<file path="src/rtl/hazard_pkg.sv">
// Shared types and helpers for the hazard scoreboard: tracked entry layout,
// default geometry and the forwarding select encoding.
package hazard_pkg;

    localparam int unsigned DEF_STAGES  = 4;
    localparam int unsigned DEF_ISSUE_W = 2;
    // Stored latency field width; LAT_W of the top must not exceed this.
    localparam int unsigned LAT_MAX_W   = 4;
    localparam logic [4:0]  REG_ZERO    = 5'd0;

    typedef struct packed {
        logic                 valid;
        logic [4:0]           wreg;
        logic [LAT_MAX_W-1:0] lat;
    } entry_t;

    function automatic int unsigned sel_encode(input int unsigned s, input int unsigned w,
                                               input int unsigned issue_w);
        return s * issue_w + w + 1;
    endfunction

    // Stage index of a non-zero select.
    function automatic int unsigned sel_stage(input int unsigned sel, input int unsigned issue_w);
        return (sel - 1) / issue_w;
    endfunction

endpackage

</file>
<file path="src/rtl/hazard_fwd_pick.sv">
// Picks the youngest tracked writer of one source operand and reports
// whether its result is not yet forwardable.
module hazard_fwd_pick
    import hazard_pkg::*;
#(
    parameter int unsigned STAGES  = DEF_STAGES,
    parameter int unsigned ISSUE_W = DEF_ISSUE_W,
    parameter int unsigned SEL_W   = $clog2(DEF_STAGES * DEF_ISSUE_W + 1)
) (
    input  logic [4:0]                     src,
    input  logic                           rd,
    input  entry_t [STAGES*ISSUE_W-1:0]    entries,
    output logic [SEL_W-1:0]               sel,
    output logic                           not_ready
);

    int lat_eff;

    // Scan oldest to youngest so the last hit (lowest stage, highest slot) wins.
    always_comb begin
        sel       = '0;
        not_ready = 1'b0;
        lat_eff   = 0;
        if (rd && src != REG_ZERO) begin
            for (int s = int'(STAGES) - 1; s >= 0; s--) begin
                for (int w = 0; w < int'(ISSUE_W); w++) begin
                    if (entries[s*int'(ISSUE_W)+w].valid &&
                        entries[s*int'(ISSUE_W)+w].wreg == src) begin
                        lat_eff = int'(entries[s*int'(ISSUE_W)+w].lat);
                        if (lat_eff > int'(STAGES) - 1) lat_eff = int'(STAGES) - 1;
                        sel       = SEL_W'(sel_encode(unsigned'(s), unsigned'(w), ISSUE_W));
                        not_ready = (s < lat_eff);
                    end
                end
            end
        end
    end

endmodule

</file>
<file path="src/rtl/hazard_scoreboard.sv">
// Tag-pipeline hazard scoreboard: forwarding selects, pipe/intra-group stalls
// and in-order partial-issue masks. HAZ_PERF_CNT_EN adds stall/split counters.
module hazard_scoreboard
    import hazard_pkg::*;
#(
    parameter int unsigned ISSUE_W = DEF_ISSUE_W,
    parameter int unsigned STAGES  = DEF_STAGES,
    parameter int unsigned LAT_W   = 2,
    parameter int unsigned SEL_W   = $clog2(STAGES * ISSUE_W + 1)
) (
    input  logic                       clk,
    input  logic                       rst,
    input  logic                       pipe_adv,
    input  logic                       flush_all,
    input  logic                       flush_young,
    input  logic [ISSUE_W-1:0]         dec_valid,
    input  logic [5*ISSUE_W-1:0]       dec_rs,
    input  logic [5*ISSUE_W-1:0]       dec_rt,
    input  logic [ISSUE_W-1:0]         dec_read_rs,
    input  logic [ISSUE_W-1:0]         dec_read_rt,
    input  logic [ISSUE_W-1:0]         dec_wr,
    input  logic [5*ISSUE_W-1:0]       dec_wreg,
    input  logic [LAT_W*ISSUE_W-1:0]   dec_lat,
    output logic [ISSUE_W-1:0]         issue_mask,
    output logic                       stall_dec,
    output logic [SEL_W*ISSUE_W-1:0]   fwd_rs_sel,
    output logic [SEL_W*ISSUE_W-1:0]   fwd_rt_sel
`ifdef HAZ_PERF_CNT_EN
    ,
    output logic [31:0]                stall_cycles,
    output logic [31:0]                split_groups
`endif
);

    localparam int unsigned N = STAGES * ISSUE_W;

    entry_t [N-1:0]     entries_q;
    logic [ISSUE_W-1:0] rs_nr, rt_nr, intra_dep, blocked;

    for (genvar w = 0; w < int'(ISSUE_W); w++) begin : g_pick
        hazard_fwd_pick #(.STAGES(STAGES), .ISSUE_W(ISSUE_W), .SEL_W(SEL_W)) u_rs (
            .src       (dec_rs[5*w+:5]),
            .rd        (dec_read_rs[w]),
            .entries   (entries_q),
            .sel       (fwd_rs_sel[SEL_W*w+:SEL_W]),
            .not_ready (rs_nr[w])
        );
        hazard_fwd_pick #(.STAGES(STAGES), .ISSUE_W(ISSUE_W), .SEL_W(SEL_W)) u_rt (
            .src       (dec_rt[5*w+:5]),
            .rd        (dec_read_rt[w]),
            .entries   (entries_q),
            .sel       (fwd_rt_sel[SEL_W*w+:SEL_W]),
            .not_ready (rt_nr[w])
        );
    end

    // A slot depending on an older slot of the same group never co-issues with it.
    always_comb begin
        intra_dep = '0;
        for (int j = 1; j < int'(ISSUE_W); j++) begin
            for (int i = 0; i < j; i++) begin
                if (dec_valid[i] && dec_wr[i]) begin
                    if ((dec_read_rs[j] && dec_rs[5*j+:5] != REG_ZERO &&
                         dec_rs[5*j+:5] == dec_wreg[5*i+:5]) ||
                        (dec_read_rt[j] && dec_rt[5*j+:5] != REG_ZERO &&
                         dec_rt[5*j+:5] == dec_wreg[5*i+:5])) begin
                        intra_dep[j] = 1'b1;
                    end
                end
            end
        end
    end

    always_comb begin
        logic ok;
        blocked = rs_nr | rt_nr | intra_dep;
        ok      = 1'b1;
        for (int j = 0; j < int'(ISSUE_W); j++) begin
            if (blocked[j]) ok = 1'b0;
            issue_mask[j] = dec_valid[j] & ok;
        end
    end

    assign stall_dec = ~issue_mask[0] & dec_valid[0];

    always_ff @(posedge clk or posedge rst) begin
        if (rst) begin
            entries_q <= '0;
        end else if (flush_all) begin
            entries_q <= '0;
        end else if (pipe_adv) begin
            for (int s = int'(STAGES) - 2; s >= 0; s--) begin
                for (int w = 0; w < int'(ISSUE_W); w++) begin
                    entries_q[(s+1)*int'(ISSUE_W)+w] <= entries_q[s*int'(ISSUE_W)+w];
                end
            end
            for (int w = 0; w < int'(ISSUE_W); w++) begin
                entries_q[w].valid <= dec_valid[w] & issue_mask[w] & dec_wr[w] & ~flush_young;
                entries_q[w].wreg  <= dec_wreg[5*w+:5];
                entries_q[w].lat   <= LAT_MAX_W'(dec_lat[LAT_W*w+:LAT_W]);
            end
        end else if (flush_young) begin
            for (int w = 0; w < int'(ISSUE_W); w++) entries_q[w].valid <= 1'b0;
        end
    end

`ifdef HAZ_PERF_CNT_EN
    always_ff @(posedge clk or posedge rst) begin
        if (rst) begin
            stall_cycles <= '0;
            split_groups <= '0;
        end else if (pipe_adv) begin
            if (stall_dec) stall_cycles <= stall_cycles + 32'd1;
            if (issue_mask != dec_valid && issue_mask != '0) split_groups <= split_groups + 32'd1;
        end
    end
`endif

endmodule

</file>
<file path="config.mk">
export PLATFORM = sky130hd
export DESIGN_NAME = hazard_scoreboard
export DESIGN_NICKNAME = d
export VERILOG_FILES = /design/src/rtl/hazard_pkg.sv /design/src/rtl/hazard_fwd_pick.sv /design/src/rtl/hazard_scoreboard.sv
export SDC_FILE = /design/constraint.sdc
export NUM_CORES = 1
export LEC_CHECK = 0
export CAP_MARGIN = 5
export CORE_MARGIN = 2
export CORE_UTILIZATION = 54
export DETAILED_ROUTE_END_ITERATION = 12
export DONT_BUFFER_PORTS = 1
export PLACE_DENSITY = 0.67
export SLEW_MARGIN = 20
export SYNTH_ARGS = -nofsm -noshare
export SYNTH_HDL_FRONTEND = slang
export SYNTH_SLANG_ARGS = --single-unit
</file>
<file path="constraint.sdc">
create_clock -name clk -period 2.8 [get_ports clk]
set_input_delay 0.14 -clock clk [delete_from_list [all_inputs] [get_ports clk]]
set_output_delay 0.14 -clock clk [all_outputs]
set_load 0.02 [all_outputs]
</file>
==> results of run 1 <==
## Yosys cell counts (9+ instances only)
library cell,instances
nand2_1,18
xnor2_1,61
nand3_1,28
dfrtp_1,60
a21oi_1,14
nor2_1,70
nor3_1,10
buf_2,27
nor4_1,29
o21ai_0,9
and3_1,13
mux2i_1,59
inv_1,11
xor2_1,109
clkbuf_1,27
buf_4,9
## metal layers
| layer | track usage (%) | vias to the layer above |
|---|---|---|
| li1 | - | 2085 |
| met4 | 12.3 | 2 |
| met1 | 41.9 | 2271 |
| met2 | 48.2 | 240 |
| met5 | 0 | - |
| met3 | 7.61 | 56 |
## kinds of logic (layout without fill, tap and decap cells)
logic type | Yosys count | count (layout) | share of synthesized area [%]
xor+xnor | 170 | 170 | 27.3
compound gates | 61 | 61 | 8.41
mux | 59 | 59 | 10.8
buf+inv | 85 | 61 | 7.63
simple gates | 198 | 198 | 18.4
flops | 60 | 60 | 27.5
## power by group through the flow
stage          logic [mW]  registers, mW  clock network, mW
2_1_floorplan       0.374          0.913                  0
3_3_place_gp        0.281          0.957                  0
3_5_place_dp        0.290          0.959                  0
4_1_cts             0.364          0.942              0.822
5_1_grt             0.412          0.947              0.866
6_report            0.379          0.946              0.803
## cells in the final DEF, fill, tap and decap left out, drive strengths merged, types with 3 or more instances in the layout
master       count
xor2           109
nor2            71
xnor2           61
dfrtp           60
mux2i           59
nand3           29
nor4            29
dlygate4sd3     19
nand2           18
buf             15
a21oi           14
and3            13
o21ai           13
inv             12
nor3            11
clkbuf           9
a211oi           6
or3              5
or4              5
nand4            4
nand2b           3
and4             3
o211ai           3
clkinv           3
## through the flow
stage	TNS [ps]	cells	total power, mW	utilization, %
floorplan	0	633	1.29	-
global placement	0	703	1.24	54.3
detailed placement	0	703	1.25	54.3
CTS	-5.63	740	2.13	59.2
global route	-43.6	742	2.23	60.3
finish	0	742	2.13	60.3
## area by class of cell
| class | count | area, µm² |
|---|---|---|
| clock inverter | 7 | 76.3 |
| multi-input combinational | 488 | 3650 |
| inverter | 11 | 41.3 |
| fill | 921 | 3900 |
| clock buffer | 9 | 124 |
| sequential | 60 | 1510 |
| timing repair buffer | 34 | 343 |
| tap | 133 | 166 |
## final timing paths
check | start | slack [ps] | to
max | entries_q[36] | 40 | issue_mask[1]
min | flush_all | 30 | entries_q[19]
max reg2reg | entries_q[36] | 420 | entries_q[9]
min reg2reg | entries_q[40] | 530 | entries_q[40]
max in group asynchronous | rst | 1760 | entries_q[48]
min in group asynchronous | rst | 470 | entries_q[24]
## critical path, cell delays in order, from the launching register on
cell and delay, ps:
dfrtp_1 480, xor2_1 210, nor4_1 380, nand3_1 340, o21ai_0 210, o211ai_2 120
a22oi_2 240, and2_2 270
## repair_timing
| item | in CTS | in global routing |
|---|---|---|
| setup endpoints to repair | 3 | 5 |
| setup buffers | 0 | 2 |
| pin swaps | 0 | 4 |
| hold buffers | 21 | 0 |
| hold endpoints to repair | 119 | 0 |
| resized for setup | 8 | 24 |
==> impl_results.md, run 1 <==
* Wl on met1 at a little over 7000 µm
* Die width at between 100 and 150 µm
* Worst slew pin tran at roughly 790 ps
* # Max-Cap Violations at 0
* Detail Route Antenna Nets at 0
* Clock Power Share at 37.8%
* Syn nets at 680
* Max FFs per register at 60
* Number of global-route vias before repair at 4459
* RSZ-0062 raised after global routing: yes
* Gate power share at between 15 and 20%
* Worst Slack Setup Final at approximately 44 ps
* Outcome: finished clean
* Clock transition at path regs at around 80 ps
* Drt wl/cell at between 20 and 25 µm
* Flop pwr share at between 40% and 50%
* Met2 WL post-DR at 7640 µm
* Setup crit end kind: primary output
* Via total after detailed routing at 4654
* Sink Count at 60
* Synth area leaders: dfrtp_1, xor2_1, mux2i_1
* Die area at approximately 0.011 mm²
* GRT overflow at 0
* DR pass1 iterations at 5
* Min cycle time layout at 2760 ps
* Reg2reg path depth at 7
* DP Area at around 0.0053 mm²
* PD cells at 360 mW/mm²
* Hpwl dp at ~12000 µm
* Register area share after synthesis at ~27%
* Yosys top cell area share at between 20 and 30%
* Finish-stage setup viols at 0
* Synth Warn # at 0
* Register bit count reported by yosys at 60
* Die height at roughly 100 µm
* Layout cells sized above 1 at between 10% and 20%
* Regs by FF count: entries_q: 60 flops
* Drc violations at 0
* Hold/Removal Path Class: input port to flop
* Switching part of the total at around 30%
* Design area at between 0.005 and 0.006 mm²
* Biggest register: entries_q
* Psw at between 0.6 and 0.7 mW
* Post-synth EDFFs at 0
* Total GRT Usage at between 30% and 40%
* Layout net count at roughly 650
* CTS tree: yes
* Top_reg_cell synth: dfrtp_1
* Row cnt at 36
* Critical path fanouts, max at 6
* Synth cell types at 60
* Root buffer cell: clkbuf_8
* Met3 wire length at 1350 µm
* Pin count of the biggest net entering global routing at a little over 60
* Arrival @ worst endpoint at 2620 ps
* Critical path class: flop to primary output
* Max Used Layer: met5
* Final GP Congestion at 0.974
* Place WS at around 300 ps
* Period utilization at between 90% and 100%
* Syn Inst Count at 633
* CP required at between 2000 and 3000 ps
* Ys async rst share at 100%
* Post-Syn Area at around 0.0055 mm²
* Mean post-synth cell area at approximately 8.6 µm²
* Initial antenna violation count at 1
* Area leader, netlist: dfrtp_1
* Slew Limit Fails at 0
* Startpoint types: flop
* IO Count at 66
* Clock Path Buffers at 2
* Worst Skew at about 14 ps
* ANT cells at 0
* Core footprint at approximately 0.0098 mm²
* Leak Pwr at 2.67 nW
* TritonCTS Buffers at 9
* Initial core utilization at 55.6%
* Final Hold Fails at 0
* Iter 0 DRT Violations at 473
* Clock latency on the worst-skew pair at around 360 ps
* Fmax at between 300 and 400 MHz
* Peak VDD IR at ~0.46 mV
* Hold Crit Depth at 2
* Max_slew headroom at 47.0%
* DRT Wirelength at about 17000 µm
* Clock H-tree levels at 3
* Port-buffer cells at 0
* Vias per cell at 6.27
* P&R area growth vs syn at 8.31%
* WHS at ~26 ps
* P_int at between 1 and 1.5 mW
* First-pass GRT wire length at around 26000 µm
(Power assumes the default switching activity.)
==> run 2, diff against run 1 <==
ABC_AREA = 1   (was default)
HOLD_SLACK_MARGIN = 0.1   (was default)
==> impl_results.md, run 2 <==
* Outcome: finished clean
* Critical Path Source: entries_q[4]
* TritonCTS Buffers at 9
* Setup crit end kind: flop
* Critical path class: flop to flop
* DRT Wirelength at about 22000 µm
* GRT overflow at 0
* Regs by FF count: entries_q: 60 flops
* Hold Crit Start: flush_all
* Die height at between 100 and 150 µm
* IO Count at 66
* Via total after detailed routing at ~6000
* Layout cells sized above 1 at between 8 and 9%
* Most common cell on crit path: nand2_1
* Hold Crit Depth at 4
* Yosys top cell area share at 28.1%
* Hpwl dp at about 15000 µm
* Worst path cell trace: inv_1 > nand2_1 > o2111ai_1 > nor2_2 > inv_2 > nor2_1 > nor2_1 > nand2_1 > nand2_1 > a21oi_1 > nand3_1 > nand2_1 > dlygate4sd3_1
* WHS at around 160 ps
* Initial antenna violation count at 0
* Detail Route Antenna Nets at 0
* Port-buffer cells at 0
* Syn Inst Count at about 830
* Clock transition at path regs at roughly 70 ps
* CTS tree: yes
* Most common cell in the netlist: nand2_1
* Root buffer cell: clkbuf_8
* # Max-Cap Violations at 0
* Die width at 104 µm
* Worst path slowest cell: dlygate4sd3_1
* DR pass1 iterations at 7
* CP required at a little over 3000 ps
* Total negative slack at 0 ps
* Startpoint types: flop
* Most frequent cells in the layout: nand2_1, inv_1, o22ai_1
* Wl on met1 at roughly 8000 µm
* Max_slew headroom at 46.2%
* Drc violations at 0
* Biggest register: entries_q
* Row cnt at 36
* Clock Path Buffers at 2
* Mean post-synth cell area at 6.43 µm²
* Pin count of the biggest net entering global routing at 50
* Peak VDD IR at approximately 0.35 mV
* Final GP Congestion at about 1
* Postcts setup bufs at 0
* Reg-to-reg startpoint: entries_q[4]
* Layout net count at between 800 and 900
* Commonest non-fill, non-tap cell in the layout: nand2_1
* Total GRT Usage at between 40% and 50%
* Drt wl/cell at between 20 and 25 µm
* R2R Path End: entries_q[19]
* Fmax at approximately 390 MHz
* Max FFs per register at 60
* Top_reg_cell synth: dfrtp_1
* Core footprint at slightly below 0.01 mm²
* Slowest stage delay, CP at between 500 and 600 ps
* ANT cells at 0
* PD cells at between 300 and 400 mW/mm²
* Die area at about 0.011 mm²
* Reg2reg path depth at 13
* Syn nets at slightly below 900
* Hold worst-path end: entries_q[17]
* Place WS at roughly 680 ps
* Post-synth EDFFs at 0
* Min cycle time layout at around 2600 ps
* Clock H-tree levels at 3
* Worst Skew at between 7 and 8 ps
* Critical path fanouts, max at 6
* RSZ-0062 raised after global routing: no
* Initial core utilization at between 50% and 60%
* Met2 WL post-DR at 9210 µm
* Worst Slack Setup Final at roughly 220 ps
* Worst slew pin tran at between 800 and 900 ps
* P&R area growth vs syn at 7.46%
* Arrival @ worst endpoint at between 2000 and 3000 ps
* Leak Pwr at 2.67 nW
* Met3 wire length at around 3200 µm
* Area leader, netlist: dfrtp_1
* Synth area leaders: dfrtp_1, nand2_1, o22ai_1
* Register area share after synthesis at 28.1%
* First-pass GRT wire length at roughly 33000 µm
* Iter 0 DRT Violations at between 700 and 800
* Slew Limit Fails at 0
* Post-Syn Area at 0.00535 mm²
* Ys async rst share at 100%
* Clock latency on the worst-skew pair at 360 ps
* Sink Count at 60
* Final Hold Fails at 0
* Max Used Layer: met4
* FILL cells at 958
* Finish-stage setup viols at 0
* Number of global-route vias before repair at between 5000 and 6000
* Synth Warn # at 0
* Vias per cell at 6.35
* Register bit count reported by yosys at 60
* Final Power at between 2 and 2.5 mW
* Synth cell types at 38
* Period utilization at roughly 92%
* Reg-to-reg slack, setup at about 220 ps
* Hold/Removal Path Class: input port to flop
* Commonest cells post-synth: nand2_1, inv_1, o22ai_1
run 2: layout make-up:
| cell class | count | area (µm²) | share of cell area [%] |
|---|---|---|---|
| Inverter | 119 | 449 | 7.81 |
| Tap cell | 133 | 166 | 2.89 |
| Clock buffer | 12 | 155 | 2.70 |
| Clock inverter | 4 | 47.5 | 0.827 |
| Multi-Input combinational cell | 613 | 3160 | 55.0 |
| Timing Repair Buffer | 29 | 268 | 4.66 |
| Sequential cell | 60 | 1500 | 26.1 |
run 2: stage by stage:
| step | area, µm² | cells | util, % |
|---|---|---|---|
| final | 5750 | 970 | 59.4 |
| after global routing | 5750 | 970 | 59.4 |
| after CTS | 5750 | 970 | 59.4 |
| after detailed placement | 5350 | 934 | 55.2 |
| after global placement | 5350 | 934 | 55.2 |
| after floorplan | 5350 | 833 | - |
run 2: what timing repair did:
action                                 4_1_cts  5_1_grt
resized for setup                            0        1
setup endpoints to repair                    0        1
hold buffers                                20        0
endpoints found under the hold margin       42        0
run 2: logic make-up (layout without fill, tap and decap cells):
logic type / after synthesis / count (layout) / synth area share (%)
buffers and inverters: 160 / 164 / 12.9
AOI/OAI and AO/OA: 180 / 180 / 19.7
xor gates and xnor gates: 50 / 50 / 8.18
DFF: 60 / 60 / 28.1
and+or+nand+nor: 383 / 383 / 31.2
run 2: layer usage:
metal / global-route usage [%] / vias to the layer above
li1: - / 2730
met1: 53.7 / 2806
met2: 61.5 / 497
met3: 10.3 / 126
met4: 22.3 / 0
met5: 0 / -
run 2: critical path: cells and delay by family (launching register included):
| kind | cells | cell delay (ps) |
|---|---|---|
| buffers and inverters | 3 | 840 |
| DFF | 1 | 480 |
| AOI/OAI and AO/OA | 2 | 360 |
| and+or+nand+nor | 8 | 810 |
run 2: worst max-delay path by stage:
stage / to / cells past startpoint
floorplan: issue_mask[1] / 11
global placement: fwd_rs_sel[4] / 9
detailed placement: fwd_rt_sel[0] / 11
CTS: fwd_rs_sel[4] / 9
global route: entries_q[19] / 15
finish: entries_q[19] / 13
run 2: where the power goes:
part	internal, mW	total [mW]	switching, mW
Sequential	0.889	0.922	0.0325
Clock	0.457	0.846	0.389
Combinational	0.134	0.376	0.242
Total	1.48	2.14	0.664
